**src/rtl/wb_write_queue_if.sv**
```systemverilog
// Bundle of producer, register-file and read-path signals around the writeback queue.
// The queue binds the slave modport; the producer side binds master.
interface wb_write_queue_if #(
    parameter int unsigned DEPTH = 4,
    parameter int unsigned DW    = 16,
    parameter int unsigned AW    = 4
) ();
    logic                       in_valid;
    logic                       in_ready;
    logic [AW-1:0]              in_rd;
    logic [DW-1:0]              in_data;
    logic                       rf_hold;
    logic [AW-1:0]              Rd;
    logic [DW-1:0]              RW;
    logic                       wr;
    logic [AW-1:0]              Rs;
    logic [AW-1:0]              Rt;
    logic [DW-1:0]              Rout1_rf;
    logic [DW-1:0]              Rout2_rf;
    logic [DW-1:0]              Rout1;
    logic [DW-1:0]              Rout2;
    logic [$clog2(DEPTH):0]     count;

    modport master (
        output in_valid, in_rd, in_data, rf_hold, Rs, Rt, Rout1_rf, Rout2_rf,
        input  in_ready, Rd, RW, wr, Rout1, Rout2, count
    );

    modport slave (
        input  in_valid, in_rd, in_data, rf_hold, Rs, Rt, Rout1_rf, Rout2_rf,
        output in_ready, Rd, RW, wr, Rout1, Rout2, count
    );
endinterface

```
**src/rtl/wb_write_queue.sv**
```systemverilog
// In-order writeback FIFO draining one entry per cycle into the register file write port.
// Define WBQ_FWD_EN to forward queued data onto the Rs/Rt read paths.
module wb_write_queue #(
    parameter int unsigned DEPTH = 4,
    parameter int unsigned DW    = 16,
    parameter int unsigned AW    = 4
) (
    input  logic            clk,
    input  logic            rst,
    wb_write_queue_if.slave bus
);
    localparam int unsigned PW = $clog2(DEPTH);
    localparam int unsigned CW = PW + 1;

    logic [AW-1:0] r_mem_rd   [DEPTH];
    logic [DW-1:0] r_mem_data [DEPTH];
    logic [PW-1:0] r_rd_ptr;
    logic [PW-1:0] r_wr_ptr;
    logic [CW-1:0] r_count;
    logic          r_live;

    logic          w_full;
    logic          w_empty;
    logic          w_ready;
    logic          w_push;
    logic          w_pop;
    logic [CW-1:0] w_count_d;

    assign w_full  = (r_count == CW'(DEPTH));
    assign w_empty = (r_count == '0);
    // r_live keeps in_ready low until the first edge after reset release.
    assign w_ready = r_live & ~w_full;
    assign w_push  = bus.in_valid & w_ready;
    assign w_pop   = ~w_empty & ~bus.rf_hold;

    always_comb begin
        w_count_d = r_count;
        if (w_push && !w_pop) begin
            w_count_d = r_count + CW'(1);
        end else if (w_pop && !w_push) begin
            w_count_d = r_count - CW'(1);
        end
    end

    always_ff @(posedge clk or negedge rst) begin
        if (!rst) begin
            r_rd_ptr <= '0;
            r_wr_ptr <= '0;
            r_count  <= '0;
            r_live   <= 1'b0;
        end else begin
            r_live  <= 1'b1;
            r_count <= w_count_d;
            if (w_push) begin
                r_wr_ptr <= r_wr_ptr + PW'(1);
            end
            if (w_pop) begin
                r_rd_ptr <= r_rd_ptr + PW'(1);
            end
        end
    end

    // Storage is deliberately left unreset; only pointers and count define validity.
    always_ff @(posedge clk) begin
        if (w_push) begin
            r_mem_rd[r_wr_ptr]   <= bus.in_rd;
            r_mem_data[r_wr_ptr] <= bus.in_data;
        end
    end

    assign bus.in_ready = w_ready;
    assign bus.wr       = w_pop;
    assign bus.Rd       = w_pop ? r_mem_rd[r_rd_ptr]   : '0;
    assign bus.RW       = w_pop ? r_mem_data[r_rd_ptr] : '0;
    assign bus.count    = r_count;

`ifdef WBQ_FWD_EN
    logic [DW-1:0] w_rout1;
    logic [DW-1:0] w_rout2;

    // Walk oldest to youngest so the youngest matching entry wins.
    always_comb begin
        logic [PW-1:0] idx;
        w_rout1 = bus.Rout1_rf;
        w_rout2 = bus.Rout2_rf;
        idx     = '0;
        for (int unsigned i = 0; i < DEPTH; i++) begin
            idx = r_rd_ptr + PW'(i);
            if (CW'(i) < r_count) begin
                if (r_mem_rd[idx] == bus.Rs) begin
                    w_rout1 = r_mem_data[idx];
                end
                if (r_mem_rd[idx] == bus.Rt) begin
                    w_rout2 = r_mem_data[idx];
                end
            end
        end
    end

    assign bus.Rout1 = w_rout1;
    assign bus.Rout2 = w_rout2;
`else
    assign bus.Rout1 = bus.Rout1_rf;
    assign bus.Rout2 = bus.Rout2_rf;
`endif

endmodule
```
**src/flat_wrapper.sv**
```systemverilog
// flat-port wrapper written by rule: the top's interface ports become plain ports
module wb_write_queue_flat 
#(
    parameter int unsigned DEPTH = 4,
    parameter int unsigned DW    = 16,
    parameter int unsigned AW    = 4
)
  (clk, rst, bus_in_valid, bus_in_rd, bus_in_data, bus_rf_hold, bus_Rs, bus_Rt, bus_Rout1_rf, bus_Rout2_rf, bus_in_ready, bus_Rd, bus_RW, bus_wr, bus_Rout1, bus_Rout2, bus_count);
  wb_write_queue_if #(.DEPTH(DEPTH), .DW(DW), .AW(AW)) bus_i ();
  input  logic clk;
  input  logic rst;
  input wire logic [$bits(bus_i.in_valid)-1:0] bus_in_valid;
  input wire logic [$bits(bus_i.in_rd)-1:0] bus_in_rd;
  input wire logic [$bits(bus_i.in_data)-1:0] bus_in_data;
  input wire logic [$bits(bus_i.rf_hold)-1:0] bus_rf_hold;
  input wire logic [$bits(bus_i.Rs)-1:0] bus_Rs;
  input wire logic [$bits(bus_i.Rt)-1:0] bus_Rt;
  input wire logic [$bits(bus_i.Rout1_rf)-1:0] bus_Rout1_rf;
  input wire logic [$bits(bus_i.Rout2_rf)-1:0] bus_Rout2_rf;
  output wire logic [$bits(bus_i.in_ready)-1:0] bus_in_ready;
  output wire logic [$bits(bus_i.Rd)-1:0] bus_Rd;
  output wire logic [$bits(bus_i.RW)-1:0] bus_RW;
  output wire logic [$bits(bus_i.wr)-1:0] bus_wr;
  output wire logic [$bits(bus_i.Rout1)-1:0] bus_Rout1;
  output wire logic [$bits(bus_i.Rout2)-1:0] bus_Rout2;
  output wire logic [$bits(bus_i.count)-1:0] bus_count;
  assign bus_i.in_valid = bus_in_valid;
  assign bus_i.in_rd = bus_in_rd;
  assign bus_i.in_data = bus_in_data;
  assign bus_i.rf_hold = bus_rf_hold;
  assign bus_i.Rs = bus_Rs;
  assign bus_i.Rt = bus_Rt;
  assign bus_i.Rout1_rf = bus_Rout1_rf;
  assign bus_i.Rout2_rf = bus_Rout2_rf;
  assign bus_in_ready = bus_i.in_ready;
  assign bus_Rd = bus_i.Rd;
  assign bus_RW = bus_i.RW;
  assign bus_wr = bus_i.wr;
  assign bus_Rout1 = bus_i.Rout1;
  assign bus_Rout2 = bus_i.Rout2;
  assign bus_count = bus_i.count;
  wb_write_queue #(.DEPTH(DEPTH), .DW(DW), .AW(AW)) u_core (.clk(clk), .rst(rst), .bus(bus_i));
endmodule
```
**config.mk**
```make
export PLATFORM = sky130hd
export DESIGN_NAME = wb_write_queue_flat
export DESIGN_NICKNAME = d
export VERILOG_FILES = /design/src/rtl/wb_write_queue_if.sv /design/src/rtl/wb_write_queue.sv /design/src/flat_wrapper.sv
export SDC_FILE = /design/constraint.sdc
export NUM_CORES = 1
export LEC_CHECK = 0
export ABC_CLOCK_PERIOD_IN_PS = 6500
export BUFFER_PORTS_ARGS = -buffer_cell sky130_fd_sc_hd__buf_2
export CAP_MARGIN = 30
export CORE_MARGIN = 3
export CORE_UTILIZATION = 54
export DETAILED_ROUTE_END_ITERATION = 7
export GPL_TIMING_DRIVEN = 0
export PLACE_DENSITY = 0.84
export SYNTH_ARGS = -nofsm -noshare
export SYNTH_HDL_FRONTEND = slang
export SYNTH_SLANG_ARGS = --single-unit
```
**constraint.sdc**
```tcl
create_clock -name clk -period 6.5 [get_ports clk]
set_input_delay 0.325 -clock clk [delete_from_list [all_inputs] [get_ports clk]]
set_output_delay 0.325 -clock clk [all_outputs]
set_load 0.01 [all_outputs]
```
Word level (Yosys, flattened, before mapping)
Memory sizes are Yosys's and may differ from the RTL's.
Index checks and enable logic that the tools add are counted.

word-level totals
  input port bits = 64
  RAM bits = 80
  output and inout bits = 57
  logic and storage cells = 29
  memories kept = 2
  register bits after elaboration = 8

operators by class
  bitwise gates (word level) = 6
  equal/unequal tests = 1
  add/sub/neg operators = 4
  reduce and logical (&&, ||, !) cells = 6
  mux-type cells = 6

memories
  memory             words  bits a word  read ports  clocked after memory_dff  wr ports  RTL line              text
  u_core.r_mem_data  4      16           1           0                         1         wb_write_queue.sv:16  logic [DW-1:0] r_mem_data [DEPTH];
  u_core.r_mem_rd    4      4            1           0                         1         wb_write_queue.sv:15  logic [AW-1:0] r_mem_rd [DEPTH];

operators with widths
  operator                                                             number
  16-bit two-way mux                                                   1
  3-bit two-way mux                                                    2
  2-bit by 1-bit adder with 2-bit output (second input constant)       2
  4-bit two-way mux                                                    1
  3-bit by 1-bit adder with 3-bit output (second input constant)       1
  1-bit bitwise AND                                                    3
  3-bit equality test (second input constant)                          1
  3-bit zero test                                                      1
  1-bit inverter                                                       3
  3-bit by 1-bit subtractor with 3-bit output (second input constant)  1
  1-bit logical AND                                                    2
  1-bit zero test                                                      2
  1-bit two-way mux                                                    2
  2-bit nonzero test                                                   1

Logic depth before layout (Yosys ltp)
Gate-level depths: netlist (run 1).

  depth in word-level cells = 8
  gate-level depth with buffers = 9
  depth with buffers taken out = 8

Worst setup path after synthesis (run 1)
No wires, ideal clock.

  path kind = register to register
  from = reg u_core.r_count[0], in the netlist u_core.bus.count[0]
  to = reg u_core.r_count[2], in the netlist u_core.bus.count[2]
  path buffers = 1
  data required time = 6.421 ns
  slack = 4.373 ns
  arrival time = 2.047 ns
  library setup time = 0.079 ns
  stages on the path, launching flop included = 10
  period minus slack after synthesis = 2.127 ns
  cells stage by stage = dfrtp_1 nor3_1 or2_1 buf_4 ha_1 inv_1 fa_1 xor2_1 nor2_1 xor2_1

between the ends
  longest elaborated chain between the ends = 7
  elaborated cells between the ends (all ways) = 16
  classes of those cells = 2 x add/sub; 1 x eq/ne; 2 x mux; 5 x bitwise; 6 x reduce/logical

RTL lines
  what                                 RTL line              text
  from (decl)                          wb_write_queue.sv:19  logic [CW-1:0] r_count;
  from (signal assigned)               wb_write_queue.sv:53  r_count <= w_count_d;
  3-bit equality test                  wb_write_queue.sv:29  assign w_full = (r_count == CW'(DEPTH));
  1-bit inverter                       wb_write_queue.sv:32  assign w_ready = r_live & ~w_full;
  1-bit bitwise AND                    wb_write_queue.sv:32
  1-bit bitwise AND                    wb_write_queue.sv:33  assign w_push = bus.in_valid & w_ready;
  1-bit zero test                      wb_write_queue.sv:40  end else if (w_pop && !w_push) begin
  1-bit logical AND                    wb_write_queue.sv:40
  2-bit nonzero test (no source line)  n/a

Parallel ways exist; a longest one is shown, timed or not. The select of a mux whose other input is x is not followed.
A chain may end at the register's enable or synchronous reset.

Final worst setup path (run 1)
  from = reg u_core.r_count[1], in the netlist u_core.bus.count[1]
  to = reg u_core.r_count[2], in the netlist u_core.bus.count[2]

The elaborated chain is that of the path after synthesis.

==> metrics, run 1 <==
TNS Setup=0 ns; setup repair bufs after CTS=0; R2R Setup Slk=4.21 ns; Placer Congestion=0.663; Worst EP required=6.77 ns; CP Max Fanout=10; CTS Buffer Depth=2; outcome=finished clean; critical path depth=9; CP max stage cell=dfrtp_1; Avg Vias per Cell=5.10; max_cap viols=0; Residual DRC=0; die outline area=7950 sq um; CP delay by family, top=simple AND/OR/NAND/NOR gates; port bufs=80; register clock-pin slew on the reported worst setup and hold paths=0.09 ns; antenna viol nets, final=0; cts bufs inserted=9; Total Wirelength=6400 microns; DP Wirelength=4470 microns; CTS tree=built; Comb power frac=33.3%; fmax=438 MHz; Worst setup SP type=flip-flop; vias in the first global route=1928; Hold EP=u_core.r_mem_data[0][4]$_DFFE_PP_; Final nets=363; wire per inst=17.1 microns; hold path cells=1; WS Path Type=reg2reg; data arrival time of the worst path=2.55 ns; hold_sp=bus_in_data[4]; Critical Path Sink Type=flip-flop; Clock power frac=20.4%; initial DRC count=68; reg2reg start=u_core.bus.count[1]$_DFFE_PN0P_; Cell Chain, Critical Path=nor3_1 -> or2_1 -> buf_4 -> ha_1 -> inv_1 -> fa_1 -> xor2_1 -> nor2_1 -> xor2_1; CP Launch Point=u_core.bus.count[1]$_DFFE_PN0P_; Core Area=6530 sq um; TritonRoute pass-1 iters=3; Filler cells=443; slowest stage delay, CP=0.44 ns; Slew Limit Fails=0; setup ws final=4.21 ns; Worst Hold Class=in2reg; Die Height=89.2 microns; final hold viol count=0; initial core utilization=57.2%; leakage=0.00177 uW; reg-to-reg endpoint=u_core.bus.count[2]$_DFFE_PN0P_; routed via count=1912; antenna violations before repair=0; PD cells=355 nW/um^2; Row Count=29; Mapped Area=3730 sq um; Root Buffer Master=clkbuf_8; die width=89.2 microns; Final Skew=0.00989 ns; GRT Util Overall=17.0%; Crit path top cell by count=xor2_1; RSZ-0062 raised after global routing=no; I/O Pins=121; Avg Cell Area, Syn=19.0 sq um; number of H-tree levels=3; Peak VDD IR=183 uV; diodes inserted=0; Net Sw Frac=29.6%; Setup WS pre-CTS=4.22 ns; Mapped Nets=267; largest net degree at the start of global routing=21; post-synthesis cell type count=24; CP bufs+invs=2; Pint=1120 uW; Seq/Total Area, Yosys=69.7%; Final Critical Period=2.29 ns; layout cells sized above 1=53.0%; Congestion Overflow GR=0; Worst R2R Path Depth=9; Sw Pwr=471 uW; Cells after Synth=197; Ys Warns=0; clock sink count=88; Final setup viols=0; first-pass GRT wire length=9430 microns; Seq cells post-synth=88; worst-skew pair later-pin latency=0.35 ns; P&R area growth vs syn=20.4%; Final period util=35.2%; share of total power in sequential cells=46.2%
cells by family after synthesis:
logic type / Yosys count / synth area share (%)
XOR/XNOR: 6 / 1.41
adder cells (fa/ha/maj): 6 / 2.21
AND/OR/NAND/NOR: 30 / 5.23
flip-flops: 88 / 69.7
buffers and inverters: 42 / 8.04
multiplexers: 22 / 12.9
other: 1 / 0.100
AO/OA/AOI/OAI: 2 / 0.436
synthesized netlist by cell type:
library cell / instances / area share [%]
and2_1: 4 / 0.67
mux2_2: 2 / 0.60
or2_1: 1 / 0.17
nand2_1: 1 / 0.10
mux4_2: 18 / 11
fa_1: 1 / 0.54
nor2_1: 2 / 0.20
a21oi_2: 1 / 0.23
xor2_1: 3 / 0.70
conb_1: 1 / 0.10
a21boi_0: 1 / 0.20
edfxtp_1: 80 / 64
inv_1: 4 / 0.40
buf_2: 3 / 0.40
nor3b_1: 1 / 0.20
mux4_1: 2 / 1.4
ha_1: 5 / 1.7
buf_4: 33 / 6.6
nor2b_4: 2 / 0.74
dfrtp_1: 8 / 5.4
nor3_1: 1 / 0.13
nor2b_1: 18 / 3.0
buf_6: 2 / 0.60
xnor2_1: 3 / 0.70
sequential cells by signal (all words and copies together), names as in the netlist:
signal             count
u_core.r_live          1
u_core.bus.count       3
u_core.r_mem_data     64
u_core.r_mem_rd       16
u_core.r_rd_ptr        2
u_core.r_wr_ptr        2
stage by stage:
stage          util, %  cells  hold slack, ns  instance area, sq um  total power (uW)
6_report          68.8    375           0.187                  4490              1600
4_1_cts           68.4    374           0.169                  4470              1610
2_1_floorplan        -    197          0.0294                  3730              1120
3_5_place_dp      65.7    357           0.177                  4290              1290
5_1_grt           68.8    375           0.180                  4490              1690
3_3_place_gp      64.8    354           0.175                  4230              1260
power groups by stage:
stage	registers, uW	clock network, uW	logic [uW]
after global routing	745	357	586
after global placement	749	0	512
after detailed placement	752	0	538
after floorplan	746	0	371
final	737	326	532
after CTS	739	334	539
layer usage:
layer  up-vias  share of wire [%]  wire length (microns)  track usage (%)
met4         0                1.6                    101             7.98
met3        10                6.6                    423             3.41
met2        85                 51                   3290             29.9
met5         -                  0                      0                0
li1        900                  -                      -                -
met1       917                 40                   2580             19.9
repair_timing:
action / in CTS / in global routing
endpoints found under the hold margin: 8 / 0
gates resized for setup: 0 / 0
hold buffers: 1 / 0
worst max path at each step:
stage                                      end
6_report       u_core.bus.count[2]$_DFFE_PN0P_
5_1_grt        u_core.bus.count[2]$_DFFE_PN0P_
4_1_cts        u_core.bus.count[2]$_DFFE_PN0P_
3_5_place_dp   u_core.bus.count[2]$_DFFE_PN0P_
3_3_place_gp   u_core.bus.count[2]$_DFFE_PN0P_
2_1_floorplan  u_core.bus.count[2]$_DFFE_PN0P_
layout by cell type, fill, tap and decap left out, types with 3 or more instances in the layout:
cell type  synthesis  layout
buf_2              3      83
ha_1               5       5
buf_4             33      33
dfrtp_1            8       8
inv_1              4       4
clkbuf_8           0       9
and2_1             4       4
xor2_1             3       3
xnor2_1            3       3
mux4_2            18      18
edfxtp_1          80      80
nor2b_1           18      18
area by class of cell:
class / instances / area [sq um] / area share (%)
plain buffers: 38 / 285 / 6.35
clock buffers: 10 / 128 / 2.84
clock inverters: 6 / 41.3 / 0.919
inverters: 4 / 15.0 / 0.334
multi-input cells: 67 / 831 / 18.5
flip-flops and latches: 88 / 2600 / 57.9
well taps: 77 / 96.3 / 2.14
repair buffers: 85 / 495 / 11.0
Note: power is estimated with default switching activity, not from simulation.
==> run 2, diff against run 1 <==
--- a/config.mk
+++ b/config.mk
@@ -5,14 +5,15 @@
 export SDC_FILE = /design/constraint.sdc
 export NUM_CORES = 1
 export LEC_CHECK = 0
-export ABC_CLOCK_PERIOD_IN_PS = 6500
+export ABC_AREA = 1
+export ABC_CLOCK_PERIOD_IN_PS = 2200
 export BUFFER_PORTS_ARGS = -buffer_cell sky130_fd_sc_hd__buf_2
 export CAP_MARGIN = 30
 export CORE_MARGIN = 3
-export CORE_UTILIZATION = 54
+export CORE_UTILIZATION = 52
 export DETAILED_ROUTE_END_ITERATION = 7
 export GPL_TIMING_DRIVEN = 0
-export PLACE_DENSITY = 0.84
+export PLACE_DENSITY = 0.8
 export SYNTH_ARGS = -nofsm -noshare
 export SYNTH_HDL_FRONTEND = slang
 export SYNTH_SLANG_ARGS = --single-unit
==> constraint.sdc (replaced) <==
create_clock -name clk -period 2.2 [get_ports clk]
set_input_delay 0.11 -clock clk [delete_from_list [all_inputs] [get_ports clk]]
set_output_delay 0.11 -clock clk [all_outputs]
set_load 0.01 [all_outputs]
==> run 2 against run 1 <==
Global-route usage rose by 1.4 points. Combinational power rose to 4.3 times the previous value. Via count rose by 58%. Sequential share of layout area fell by 8.9 points. Utilization fell by 1.4 points. Clock skew fell by 0.0023 ns. First-iteration DRC count rose by 140%. Cell area rose by 18%. Maximum frequency rose by 11%. Register-to-register slack got worse by 4.1 ns. Critical path type unchanged. Largest power group is now combinational logic.
==> metrics, run 2 <==
outcome=finished clean; Final Critical Period=2.06 ns; first-pass GRT wire length=13600 microns; P&R area growth vs syn=23.3%; Avg Vias per Cell=4.79; reg2reg start=u_core.bus.count[1]$_DFFE_PN0P_; Die Height=97.0 microns; Avg Cell Area, Syn=10.5 sq um; PD cells=1040 nW/um^2; vias in the first global route=2920; Final setup viols=0; reg-to-reg endpoint=u_core.bus.count[2]$_DFFE_PN0P_; Worst setup SP type=flip-flop; Seq cells post-synth=88; Final period util=93.5%; die outline area=9420 sq um; Synth top cells by count=93 x inv_1, 87 x nand2_1, 80 x edfxtp_1, 33 x buf_4, 32 x nand3_1; Seq/Total Area, Yosys=60.4%; most frequent cells in the layout=93 x inv_1, 87 x nand2_1, 87 x buf_2, 80 x edfxtp_1, 33 x buf_4; CP Launch Point=u_core.bus.count[1]$_DFFE_PN0P_; R2R Setup Slk=0.14 ns; clock sink count=88; CP Max Fanout=10; CP bufs+invs=2; Slew HR=55.9%; CP max stage cell=dfrtp_1; antenna violations before repair=0; GRT Util Overall=18.3%; Row Count=32; TNS Setup=0 ns; wire per inst=13.9 microns; area leader, netlist=edfxtp_1; Peak VDD IR=616 uV; initial core utilization=54.6%; Ys Warns=0; Worst-Margin Slew=0.661 ns; Primary FF master, synth=edfxtp_1; fmax=486 MHz; worst-skew pair later-pin latency=0.35 ns; Total Wirelength=8770 microns; CP delay by family, top=simple AND/OR/NAND/NOR gates; Congestion Overflow GR=0; Critical Path Sink Type=flip-flop; Core Area=7890 sq um; Min Hold Slack=0.0224 ns; number of H-tree levels=3; Final Skew=0.00762 ns; Worst EP required=2.45 ns; CTS tree=built; largest net degree at the start of global routing=15; most frequent cell after synthesis=inv_1; routed via count=3025; Mapped Area=4310 sq um; Root Buffer Master=clkbuf_8; Slew Limit Fails=0; data arrival time of the worst path=2.31 ns; Residual DRC=0; crit path capture=u_core.bus.count[2]$_DFFE_PN0P_; cts bufs inserted=9; slowest stage delay, CP=0.43 ns; Worst Hold Class=in2reg; Reg with most FFs=u_core.r_mem_data; CTS Buffer Depth=2; final hold viol count=0; Cells after Synth=409; antenna viol nets, final=0; Placer Congestion=0.712; leakage=0.00253 uW; die width=97.0 microns; TritonRoute pass-1 iters=4; Largest register FFs=64; layout cells sized above 1=36.5%; FF/Latch Area=2600 sq um; commonest non-fill, non-tap cell in the layout=inv_1; Crit path top cell by count=nand2_1; post-synthesis cell type count=22; DP Wirelength=6040 microns; Mapped Nets=479; Worst R2R Path Depth=11; critical path depth=11; max_cap viols=0; FFs w/ async S/R, synth=9.09%; Cell Chain, Critical Path=nor2_2 -> nand2_1 -> nand2_4 -> buf_6 -> ha_1 -> inv_1 -> fa_1 -> nand2_1 -> nand3_1 -> nand2_1 -> nand2_1; diodes inserted=0; Final nets=594; multi-input logic area=1000 sq um; register clock-pin slew on the reported worst setup and hold paths=0.08 ns; number of flops mapped to enable cells by yosys=80; top cells by area, synth=edfxtp_1 56%, inv_1 8.1%, nand2_1 7.6%; port bufs=80; initial DRC count=166; Synth top area share=55.7%; Filler cells=580; WS Path Type=reg2reg; I/O Pins=121
[run 2: area by class of cell]
cell class,instances,area share (%)
Clock inverter,3,0.800
Inverter,95,6.76
Tap cell,102,2.40
Sequential cell,88,49.0
Timing Repair Buffer,104,12.4
Multi-Input combinational cell,179,18.9
Clock buffer,13,2.99
Buffer,47,6.80
[run 2: worst min path at each step]
stage / from / endpoint / slack (ns) / cells past startpoint
2_1_floorplan: rst / u_core.bus.count[0]$_DFFE_PN0P_ / -0.19 / 0
3_3_place_gp: rst / u_core.bus.count[1]$_DFFE_PN0P_ / -0.03 / 1
6_report: bus_in_data[5] / u_core.r_mem_data[2][5]$_DFFE_PP_ / 0.02 / 1
3_5_place_dp: rst / u_core.bus.count[1]$_DFFE_PN0P_ / -0.03 / 1
4_1_cts: bus_in_data[5] / u_core.r_mem_data[2][5]$_DFFE_PP_ / 0.009 / 1
5_1_grt: bus_in_data[5] / u_core.r_mem_data[3][5]$_DFFE_PP_ / 0.01 / 1
[run 2: what timing repair did]
action	CTS	global route
hold buffers	20	0
endpoints found under the hold margin	84	0
setup endpoints to repair	0	1
setup buffers	0	0
resized for setup	0	1
[run 2: stage by stage]
step	total power, uW	cell area (sq um)	instances	util, %	worst slack [ns]
floorplan	3730	4310	409	-	0.122
global placement	4310	4840	591	61.3	-0.548
detailed placement	4430	4910	595	62.2	0.139
CTS	5560	5310	631	67.3	0.119
global route	5870	5320	631	67.4	-0.0394
finish	5530	5320	631	67.4	0.143
[run 2: per-layer routing]
| layer | vias up | share of wire, % | track usage [%] |
|---|---|---|---|
| met1 | 1410 | 37 | 20.7 |
| met4 | 0 | 0.84 | 4.21 |
| met2 | 127 | 54 | 34.3 |
| li1 | 1478 | - | - |
| met3 | 10 | 8.0 | 4.76 |
| met5 | - | 0 | 0 |
[run 2: kinds of logic after synthesis]
logic type	count (synthesis)	share of synthesized area [%]
and+or+nand+nor	148	16.1
xor gates and xnor gates	2	0.406
DFF	88	60.4
other	1	0.0870
buffers and inverters	142	16.7
adders and majority gates	6	1.92
AOI/OAI and AO/OA	22	4.35
[run 2: where the power goes]
group / switching, uW / total [uW] / internal [uW]
Combinational: 1400 / 2270 / 870
Clock: 519 / 1100 / 586
Sequential: 105 / 2150 / 2050
